===== src/rtl/hazard_perf_counters_pkg.sv =====
// perf_pkg: hazard codes, counter CSR addresses and default parameters
// shared by hazard_perf_counters and its bench.
package perf_pkg;
    typedef enum logic [1:0] {
        HZ_BRANCH   = 2'd0,
        HZ_LOAD_USE = 2'd1,
        HZ_NONE     = 2'd2,
        HZ_RSVD     = 2'd3
    } hazard_type_e;

    localparam logic [11:0] CSR_MCYCLE    = 12'hB00;
    localparam logic [11:0] CSR_MCYCLEH   = 12'hB80;
    localparam logic [11:0] CSR_MINSTRET  = 12'hB02;
    localparam logic [11:0] CSR_MINSTRETH = 12'hB82;
    localparam logic [11:0] CSR_CYCLE     = 12'hC00;
    localparam logic [11:0] CSR_CYCLEH    = 12'hC80;
    localparam logic [11:0] CSR_INSTRET   = 12'hC02;
    localparam logic [11:0] CSR_INSTRETH  = 12'hC82;
    localparam logic [11:0] CSR_LDUSE     = 12'hC03;
    localparam logic [11:0] CSR_LDUSEH    = 12'hC83;
    localparam logic [11:0] CSR_BRANCH    = 12'hC04;
    localparam logic [11:0] CSR_BRANCHH   = 12'hC84;

    localparam int DEFAULT_RETIRE_DELAY = 3;
    localparam int DEFAULT_FILL_CYCLES  = 1;
endpackage


===== src/rtl/hazard_perf_counters_if.sv =====
// hazard_perf_counters_if: hazard code input plus CSR read/write port of the
// performance counter block; the pipeline side is master.
interface hazard_perf_counters_if;
    logic [1:0]  CSR_type;
    logic [11:0] csr_addr;
    logic [31:0] csr_rdata;
    logic        csr_hit;
    logic        csr_we;
    logic [31:0] csr_wdata;

    modport master (output CSR_type, csr_addr, csr_we, csr_wdata, input csr_rdata, csr_hit);
    modport slave  (input CSR_type, csr_addr, csr_we, csr_wdata, output csr_rdata, csr_hit);
endinterface


===== src/rtl/hazard_perf_counters_counter64.sv =====
// perf_counter64: 64-bit wrapping counter with independently writable halves;
// a write to one half wins over the increment and freezes the other half's carry.
module perf_counter64 (
    input  logic        clk,
    input  logic        rst,
    input  logic        inc,
    input  logic        we_lo,
    input  logic        we_hi,
    input  logic [31:0] wdata,
    output logic [63:0] cnt
);
    logic [63:0] cnt_d, cnt_q, sum;

    always_comb begin
        sum = cnt_q + {63'd0, inc};
        cnt_d[31:0] = we_lo ? wdata : sum[31:0];
        cnt_d[63:32] = we_hi ? wdata : we_lo ? cnt_q[63:32] : sum[63:32];
    end

    always_ff @(posedge clk or posedge rst) begin
        if (rst) cnt_q <= '0;
        else cnt_q <= cnt_d;
    end

    assign cnt = cnt_q;
endmodule


===== src/rtl/hazard_perf_counters.sv =====
// hazard_perf_counters: mcycle/minstret/load-use/branch counters fed by the ID hazard code.
// Define PERF_CSR_WRITE_EN to make the machine-mode cycle/instret halves writable.
module hazard_perf_counters
    import perf_pkg::*;
#(
    parameter int RETIRE_DELAY = DEFAULT_RETIRE_DELAY,
    parameter int FILL_CYCLES  = DEFAULT_FILL_CYCLES
) (
    input logic clk,
    input logic rst,
    hazard_perf_counters_if.slave bus
);
    localparam int FW = $clog2(FILL_CYCLES + 2);

    hazard_type_e hz;
    logic [FW-1:0] fill_d, fill_q;
    logic [RETIRE_DELAY-1:0] dly_d, dly_q;
    logic token;
    logic [63:0] mcycle, minstret, ld_use, branch;
    logic mcyc_we_lo, mcyc_we_hi, minst_we_lo, minst_we_hi;

    assign hz = hazard_type_e'(bus.CSR_type);

    // Only a normal advance after pipeline fill puts an instruction on its way to WB.
    always_comb begin
        token = hz == HZ_NONE && fill_q == '0;
        fill_d = fill_q == '0 ? fill_q : fill_q - FW'(1);
        dly_d = (dly_q << 1) | RETIRE_DELAY'(token);
    end

    always_ff @(posedge clk or posedge rst) begin
        if (rst) begin
            fill_q <= FW'(FILL_CYCLES);
            dly_q <= '0;
        end else begin
            fill_q <= fill_d;
            dly_q <= dly_d;
        end
    end

`ifdef PERF_CSR_WRITE_EN
    always_comb begin
        mcyc_we_lo = bus.csr_we && bus.csr_addr == CSR_MCYCLE;
        mcyc_we_hi = bus.csr_we && bus.csr_addr == CSR_MCYCLEH;
        minst_we_lo = bus.csr_we && bus.csr_addr == CSR_MINSTRET;
        minst_we_hi = bus.csr_we && bus.csr_addr == CSR_MINSTRETH;
    end
`else
    logic unused_we;
    assign unused_we = bus.csr_we;
    always_comb begin
        mcyc_we_lo = 1'b0;
        mcyc_we_hi = 1'b0;
        minst_we_lo = 1'b0;
        minst_we_hi = 1'b0;
    end
`endif

    perf_counter64 u_mcycle (
        .clk(clk), .rst(rst), .inc(1'b1), .we_lo(mcyc_we_lo), .we_hi(mcyc_we_hi),
        .wdata(bus.csr_wdata), .cnt(mcycle)
    );
    perf_counter64 u_minstret (
        .clk(clk), .rst(rst), .inc(dly_q[RETIRE_DELAY-1]), .we_lo(minst_we_lo), .we_hi(minst_we_hi),
        .wdata(bus.csr_wdata), .cnt(minstret)
    );
    perf_counter64 u_ld_use (
        .clk(clk), .rst(rst), .inc(hz == HZ_LOAD_USE), .we_lo(1'b0), .we_hi(1'b0),
        .wdata(32'd0), .cnt(ld_use)
    );
    perf_counter64 u_branch (
        .clk(clk), .rst(rst), .inc(hz == HZ_BRANCH), .we_lo(1'b0), .we_hi(1'b0),
        .wdata(32'd0), .cnt(branch)
    );

    always_comb begin
        bus.csr_hit = 1'b1;
        bus.csr_rdata = '0;
        case (bus.csr_addr)
            CSR_CYCLE, CSR_MCYCLE:       bus.csr_rdata = mcycle[31:0];
            CSR_CYCLEH, CSR_MCYCLEH:     bus.csr_rdata = mcycle[63:32];
            CSR_INSTRET, CSR_MINSTRET:   bus.csr_rdata = minstret[31:0];
            CSR_INSTRETH, CSR_MINSTRETH: bus.csr_rdata = minstret[63:32];
            CSR_LDUSE:                   bus.csr_rdata = ld_use[31:0];
            CSR_LDUSEH:                  bus.csr_rdata = ld_use[63:32];
            CSR_BRANCH:                  bus.csr_rdata = branch[31:0];
            CSR_BRANCHH:                 bus.csr_rdata = branch[63:32];
            default:                     bus.csr_hit = 1'b0;
        endcase
    end
endmodule


===== src/flat_wrapper.sv =====
// flat-port wrapper written by rule: the top's interface ports become plain ports
module hazard_perf_counters_flat import perf_pkg::*;
#(
    parameter int RETIRE_DELAY = DEFAULT_RETIRE_DELAY,
    parameter int FILL_CYCLES  = DEFAULT_FILL_CYCLES
)
  (clk, rst, bus_CSR_type, bus_csr_addr, bus_csr_we, bus_csr_wdata, bus_csr_rdata, bus_csr_hit);
  hazard_perf_counters_if bus_i ();
  input logic clk;
  input logic rst;
  input wire logic [$bits(bus_i.CSR_type)-1:0] bus_CSR_type;
  input wire logic [$bits(bus_i.csr_addr)-1:0] bus_csr_addr;
  input wire logic [$bits(bus_i.csr_we)-1:0] bus_csr_we;
  input wire logic [$bits(bus_i.csr_wdata)-1:0] bus_csr_wdata;
  output wire logic [$bits(bus_i.csr_rdata)-1:0] bus_csr_rdata;
  output wire logic [$bits(bus_i.csr_hit)-1:0] bus_csr_hit;
  assign bus_i.CSR_type = bus_CSR_type;
  assign bus_i.csr_addr = bus_csr_addr;
  assign bus_i.csr_we = bus_csr_we;
  assign bus_i.csr_wdata = bus_csr_wdata;
  assign bus_csr_rdata = bus_i.csr_rdata;
  assign bus_csr_hit = bus_i.csr_hit;
  hazard_perf_counters #(.RETIRE_DELAY(RETIRE_DELAY), .FILL_CYCLES(FILL_CYCLES)) u_core (.clk(clk), .rst(rst), .bus(bus_i));
endmodule

===== config.mk =====
export PLATFORM = sky130hd
export DESIGN_NAME = hazard_perf_counters_flat
export DESIGN_NICKNAME = d
export VERILOG_FILES = /design/src/rtl/hazard_perf_counters_pkg.sv /design/src/rtl/hazard_perf_counters_if.sv /design/src/rtl/hazard_perf_counters_counter64.sv /design/src/rtl/hazard_perf_counters.sv /design/src/flat_wrapper.sv
export SDC_FILE = /design/constraint.sdc
export NUM_CORES = 1
export LEC_CHECK = 0
export ABC_CLOCK_PERIOD_IN_PS = 2100
export BUFFER_PORTS_ARGS = -buffer_cell sky130_fd_sc_hd__buf_2
export CORE_ASPECT_RATIO = 0.75
export CORE_MARGIN = 4
export CORE_UTILIZATION = 45
export CTS_BUF_LIST = sky130_fd_sc_hd__clkbuf_8
export CTS_CLUSTER_DIAMETER = 30
export DETAILED_ROUTE_END_ITERATION = 8
export PLACE_DENSITY = 0.75
export SLEW_MARGIN = 20
export SYNTH_ARGS = -nofsm -noshare
export SYNTH_HDL_FRONTEND = slang
export SYNTH_HIERARCHICAL = 1
export SYNTH_SLANG_ARGS = --single-unit
export TNS_END_PERCENT = 30

===== constraint.sdc =====
create_clock -name clk -period 2.1 [get_ports clk]
set_input_delay 0.105 -clock clk [delete_from_list [all_inputs] [get_ports clk]]
set_output_delay 0.105 -clock clk [all_outputs]
set_load 0.1 [all_outputs]

# --- Yosys cells after proc, flatten, opt, wreduce, memory -nomap -nowiden ---
# Cells that the tools add are included.
word_totals:
  inputBits: 49
  ff_bits: 261
  wordCells: 36
  output_inout_bits: 33
classes:
  add_sub_neg: 5
  bitwise_logic: 1
  muxes: 2
  n_reduce_logical: 8
  n_eq_ne: 14
op_table:
  columns: ["operator", "count"]
  rows:
  - ["$pmux W32 S8", 1]
  - ["$add A64 B1 Y64", 3]
  - ["$eq A12 B12 Y1 const B", 12]
  - ["$add A64 B1 Y64 const B", 1]
  - ["$reduce_or A12 Y1", 1]
  - ["$reduce_or A2 Y1", 4]
  - ["$logic_not A2 Y1", 2]
  - ["$or A3 B1 Y3", 1]
  - ["$eq A2 B1 Y1 const B", 1]
  - ["$eq A2 B2 Y1 const B", 1]
  - ["$sub A2 B1 Y2 const B", 1]
  - ["$logic_and A1 B1 Y1", 1]
  - ["$mux W1", 1]

# --- Longest topological paths before layout ---
logic_depth:
  depth_word: 3
  ltp_mapped: 9
  depth_no_buf: 9

# --- By module ---
# Netlist, hierarchy kept.
modules_own_cells:
  columns: ["mod", "seq_area_each_um2", "instances", "cells_per_inst", "area_each_um2"]
  rows:
  - ["perf_counter64", 1601.5, 4, 405, 3686.0]
  - ["hazard_perf_counters", 126.4, 1, 219, 2309.7]

# --- Worst setup path before layout ---
# No wires, ideal clock.
synth_path:
  path_kind: "reg2reg"
  startpoint: "register u_core.u_ld_use.cnt_q[0] (netlist: u_core/u_ld_use/cnt[0])"
  endpoint: "register u_core.u_ld_use.cnt_q[54] (netlist: u_core/u_ld_use/cnt[54])"
  required_time_ns: 1.980
  setup_slack_ns: -0.089
  synth_period_minus_slack_ns: 2.189
  path_stages_with_launch: 9
  path_buffers: 0
  arrival_ns: 2.069
  setup_ns: 0.120
  cell_sequence: "dfrtp_1 ha_1 ha_1 nand4_2 nor4_4 nand3_1 nor4_2 xnor2_1 o21ai_1"
synth_via:
  elab_chain_len: 1
synth_rtl:
  columns: ["item", "line_no", "source"]
  rows:
  - ["from (decl)", "hazard_perf_counters_counter64.sv:12", "logic [63:0] cnt_d, cnt_q, sum;"]
  - ["from (signal assigned)", "hazard_perf_counters_counter64.sv:22", "else cnt_q <= cnt_d;"]
  - ["$add A64 B1 Y64", "hazard_perf_counters_counter64.sv:15", "sum = cnt_q + {63'd0, inc};"]
# Every way passes these cells.
# A chain may end at the register's enable or synchronous reset.

# --- Worst setup path after layout ---
layout_path:
  startpoint: "register u_core.u_mcycle.cnt_q[0] (netlist: u_core/u_mcycle/cnt[0])"
  endpoint: "register u_core.u_mcycle.cnt_q[63] (netlist: u_core/u_mcycle/cnt[63])"
layout_via:
  elab_chain_len: 1
layout_rtl:
  columns: ["item", "line_no"]
  rows:
  - ["from (decl)", "hazard_perf_counters_counter64.sv:12"]
  - ["from (signal assigned)", "hazard_perf_counters_counter64.sv:22"]
  - ["$add A64 B1 Y64", "hazard_perf_counters_counter64.sv:15"]
# Every way passes these cells.

==> qor_table.md <==
| Result | Value |
| --- | --- |
| Setup Viol. Count Final | 84 |
| Maximum buffer depth of the clock tree | 3 |
| Netlist area before placement | 17100 µm² |
| CP startpoint kind | register |
| RSZ-0062 raised after global routing | true |
| CP delay by family, top | simple AND/OR/NAND/NOR gates |
| Most frequent standard cell in the layout excluding fill and tap cells | sky130_fd_sc_hd__nand2_1 |
| R2r setup slk | -220 ps |
| Number of pins exceeding their max-slew limit in the final report | 0 |
| Initial Utilization | 0.458 |
| Post-layout min period | 2320 ps |
| Clock tree from TritonCTS | done |
| Die width | 233 µm |
| Leak pwr | 0.0106 µW |
| Class of the worst hold path | input port to async pin |
| Vias per cell | 5.83 |
| H-Tree Level Count | 3 |
| Number of max-capacitance violations reported | 0 |
| Overall track demand over capacity in global routing | 0.289 |
| Outcome | finished with violations |
| Critical Path, Cell by Cell | ha_4 -> nand4_1 -> nor4_4 -> nand2_4 -> buf_6 -> buf_6 -> nor4_4 -> mux2i_1 -> nand2_1 |
| Antenna Violating Nets Remaining | 0 |
| Slowest cell on the critical path | sky130_fd_sc_hd__nor4_4 |
| Number of warnings printed during yosys synthesis | 6 |
| Required arrival time at the worst endpoint | 2570 ps |
| Largest fanout of any net on the critical path | 3 |
| Detail Placement HPWL | 42000 µm |
| Slew at the pin closest to its max-slew limit | 550 ps |
| IO Port Bufs | 80 |
| Antenna diodes | 0 |
| Clock slew at reported path FFs | 50 ps |
| Routed length per instance | 21.3 µm |
| Final wirelength | 61300 µm |
| Instance count of the mapped netlist | 1839 |
| Peak per-stage delay on the critical path | 420 ps |
| Sequential area share after synthesis | 0.383 |
| CTS buffer count | 66 |
| Core Util, Final | 0.650 |
| Insertion delay to the later sink of the worst-skew pair | 600 ps |
| DRC Markers | 0 |
| Highest ir drop seen on vdd | 0.403 mV |
| Power density relative to cell area | 651 nW/µm² |
| Floorplan row count | 61 |
| Synthesized area divided by synthesized cell count | 9.27 µm² |
| Clock root buffer | sky130_fd_sc_hd__clkbuf_8 |
| Iteration count of the initial detailed-routing pass | 6 |
| Final critical-path share of the clock period | 1.11 |
| Synth Register Bits | 261 |
| Clock skew | 27.7 ps |
| Floorplan core area | 37200 µm² |
| Clock net sink count | 261 |
| Critical path start-end classification | register to register |
| Worst setup EP type | register |
| Growth of design area from synthesis to finish | 41.9% |
| Leading cell types in the layout, fill and taps excluded | sky130_fd_sc_hd__nand2_1 (307), sky130_fd_sc_hd__dfrtp_1 (251), sky130_fd_sc_hd__buf_4 (224) |
| Vias after detailed routing | 16800 |
| Net count of the finished layout | 2387 |
| Share of flip-flops with an asynchronous set or reset after synthesis | 1.00 |
| Violations in the final reports | setup timing |
| Share of final-layout standard cells stronger than drive strength 1 | 0.326 |
| Setup WS post-layout | -223 ps |
| Number of flops mapped to enable cells by yosys | 0 |
| Routability Congestion | 0.986 |
| Initial antenna violation count | 1 |
| Floorplan die area | 41100 µm² |
| Y dimension of the die | 177 µm |
| Iteration-0 DRC count of the detailed router | 2017 |
| First-pass GRT wire length | 93400 µm |
| Achievable frequency | 0.430 GHz |
| Worst Path Arrival | 2790 ps |
| Count of final hold-check violations | 0 |
| Worst-case headroom to the max-slew limit | 0.633 |
| GRT overflow | 0 |
| Primary FF master, synth | sky130_fd_sc_hd__dfrtp_1 |
| Number of different library cells in the post-synthesis netlist | 53 |
| Vias in the first global route | 16500 |
| Design Power | 15800 µW |
| Crit path buf inv count | 2 |
| I/O pins | 82 |
| Largest net degree at the start of global routing | 65 |
final timing paths:
path	depth (start not counted)	to	start
worst max-delay path	9	u_core/u_mcycle/cnt[63]	u_core/u_mcycle/cnt[0]
worst max register to register	9	u_core/u_mcycle/cnt[63]	u_core/u_mcycle/cnt[0]
min in group clk	4	u_core/u_ld_use/cnt[0]	bus_CSR_type[1]
worst min-delay path	3	u_core/fill_q[1]	rst
worst min register to register	0	u_core/dly_q[2]	u_core/dly_q[1]
max in group asynchronous	4	u_core/u_ld_use/cnt[48]	rst
layout make-up:
cell class	instances	area, µm²
tap	504	631
timing repair buffer	364	3410
clock inverter	34	318
sequential	261	6540
inverter	31	116
fill	2804	13000
multi-input combinational	1605	12000
clock buffer	85	1170
sequential cells by signal (all words and copies together) (netlist names):
register and count:
u_core/dly_q 3, u_core/fill_q 2, u_core/u_branch/cnt 64, u_core/u_ld_use/cnt 64, u_core/u_mcycle/cnt 64, u_core/u_minstret/cnt 64
kinds of logic after synthesis:
family / Yosys count / share of synthesized area
simple gates: 776 / 0.252
compound gates: 288 / 0.0956
flops: 261 / 0.383
xor+xnor: 245 / 0.126
mux: 137 / 0.107
buf+inv: 121 / 0.0302
fa+ha+maj: 9 / 0.00660
other cells: 2 / 0.000440
cells in the mapped netlist (all sizes together) (2+ instances only):
master  instances  area (µm²)
nand2b          8        50.1
nand4          56         435
and3           36         235
nand3         112         611
xor2           84         736
and4bb          4        50.1
mux2i          69         691
dfrtp         260        6510
xnor2         161        1410
mux4           32         721
o21ai         216        1080
buf            33         185
ha              9         113
nand4b          4        35.0
a22oi           4        30.0
and4            8        70.1
nor2b           5        31.3
nor2           86         333
nor3           53         345
clkbuf         57         214
nor3b           5        37.5
or3             4        25.0
conb            2        7.51
o21a            2        15.0
and4b           4        40.0
nor4           60         666
inv            31         116
a22o           32         280
mux2           36         405
and2            9        56.3
nand2         317        1220
o22ai          32         206
report_power, final:
part	internal [µW]	switching, µW
Sequential	5510	547
Clock	4280	2710
Combinational	1240	1470
routing by layer:
layer,vias to the layer above,share of wire,global-route usage
met5,-,0.00023,0
li1,7421,-,-
met4,2,0.041,0.114
met3,203,0.11,0.0761
met1,8157,0.41,0.414
met2,1036,0.43,0.417
what timing repair did:
action / in CTS / in global routing
endpoints found under the setup margin: 158 / 205
pin swaps: 73 / 113
resized for setup: 176 / 159
hold buffers: 3 / 0
endpoints found under the hold margin: 174 / 0
buffers inserted: 39 / 14
gates cloned: 0 / 1
through the flow:
step	instances	setup WS (ps)	hold WS, ps	TNS, ps	instance area [µm²]
6_report	2884	-223	70.3	-4680	24200
3_5_place_dp	2719	-264	123	-11980	20700
4_1_cts	2872	-179	50.2	-6050	23400
2_1_floorplan	1986	-13.1	-117	-42.9	17600
3_3_place_gp	2719	-262	121	-7430	20700
5_1_grt	2884	-295	78.8	-11980	24200
worst min-delay path, stage by stage:
cell,delay [ps]
sky130_fd_sc_hd__dlygate4sd3_1,530
sky130_fd_sc_hd__buf_2,190
sky130_fd_sc_hd__inv_1,180
(Power assumes the default switching activity.)
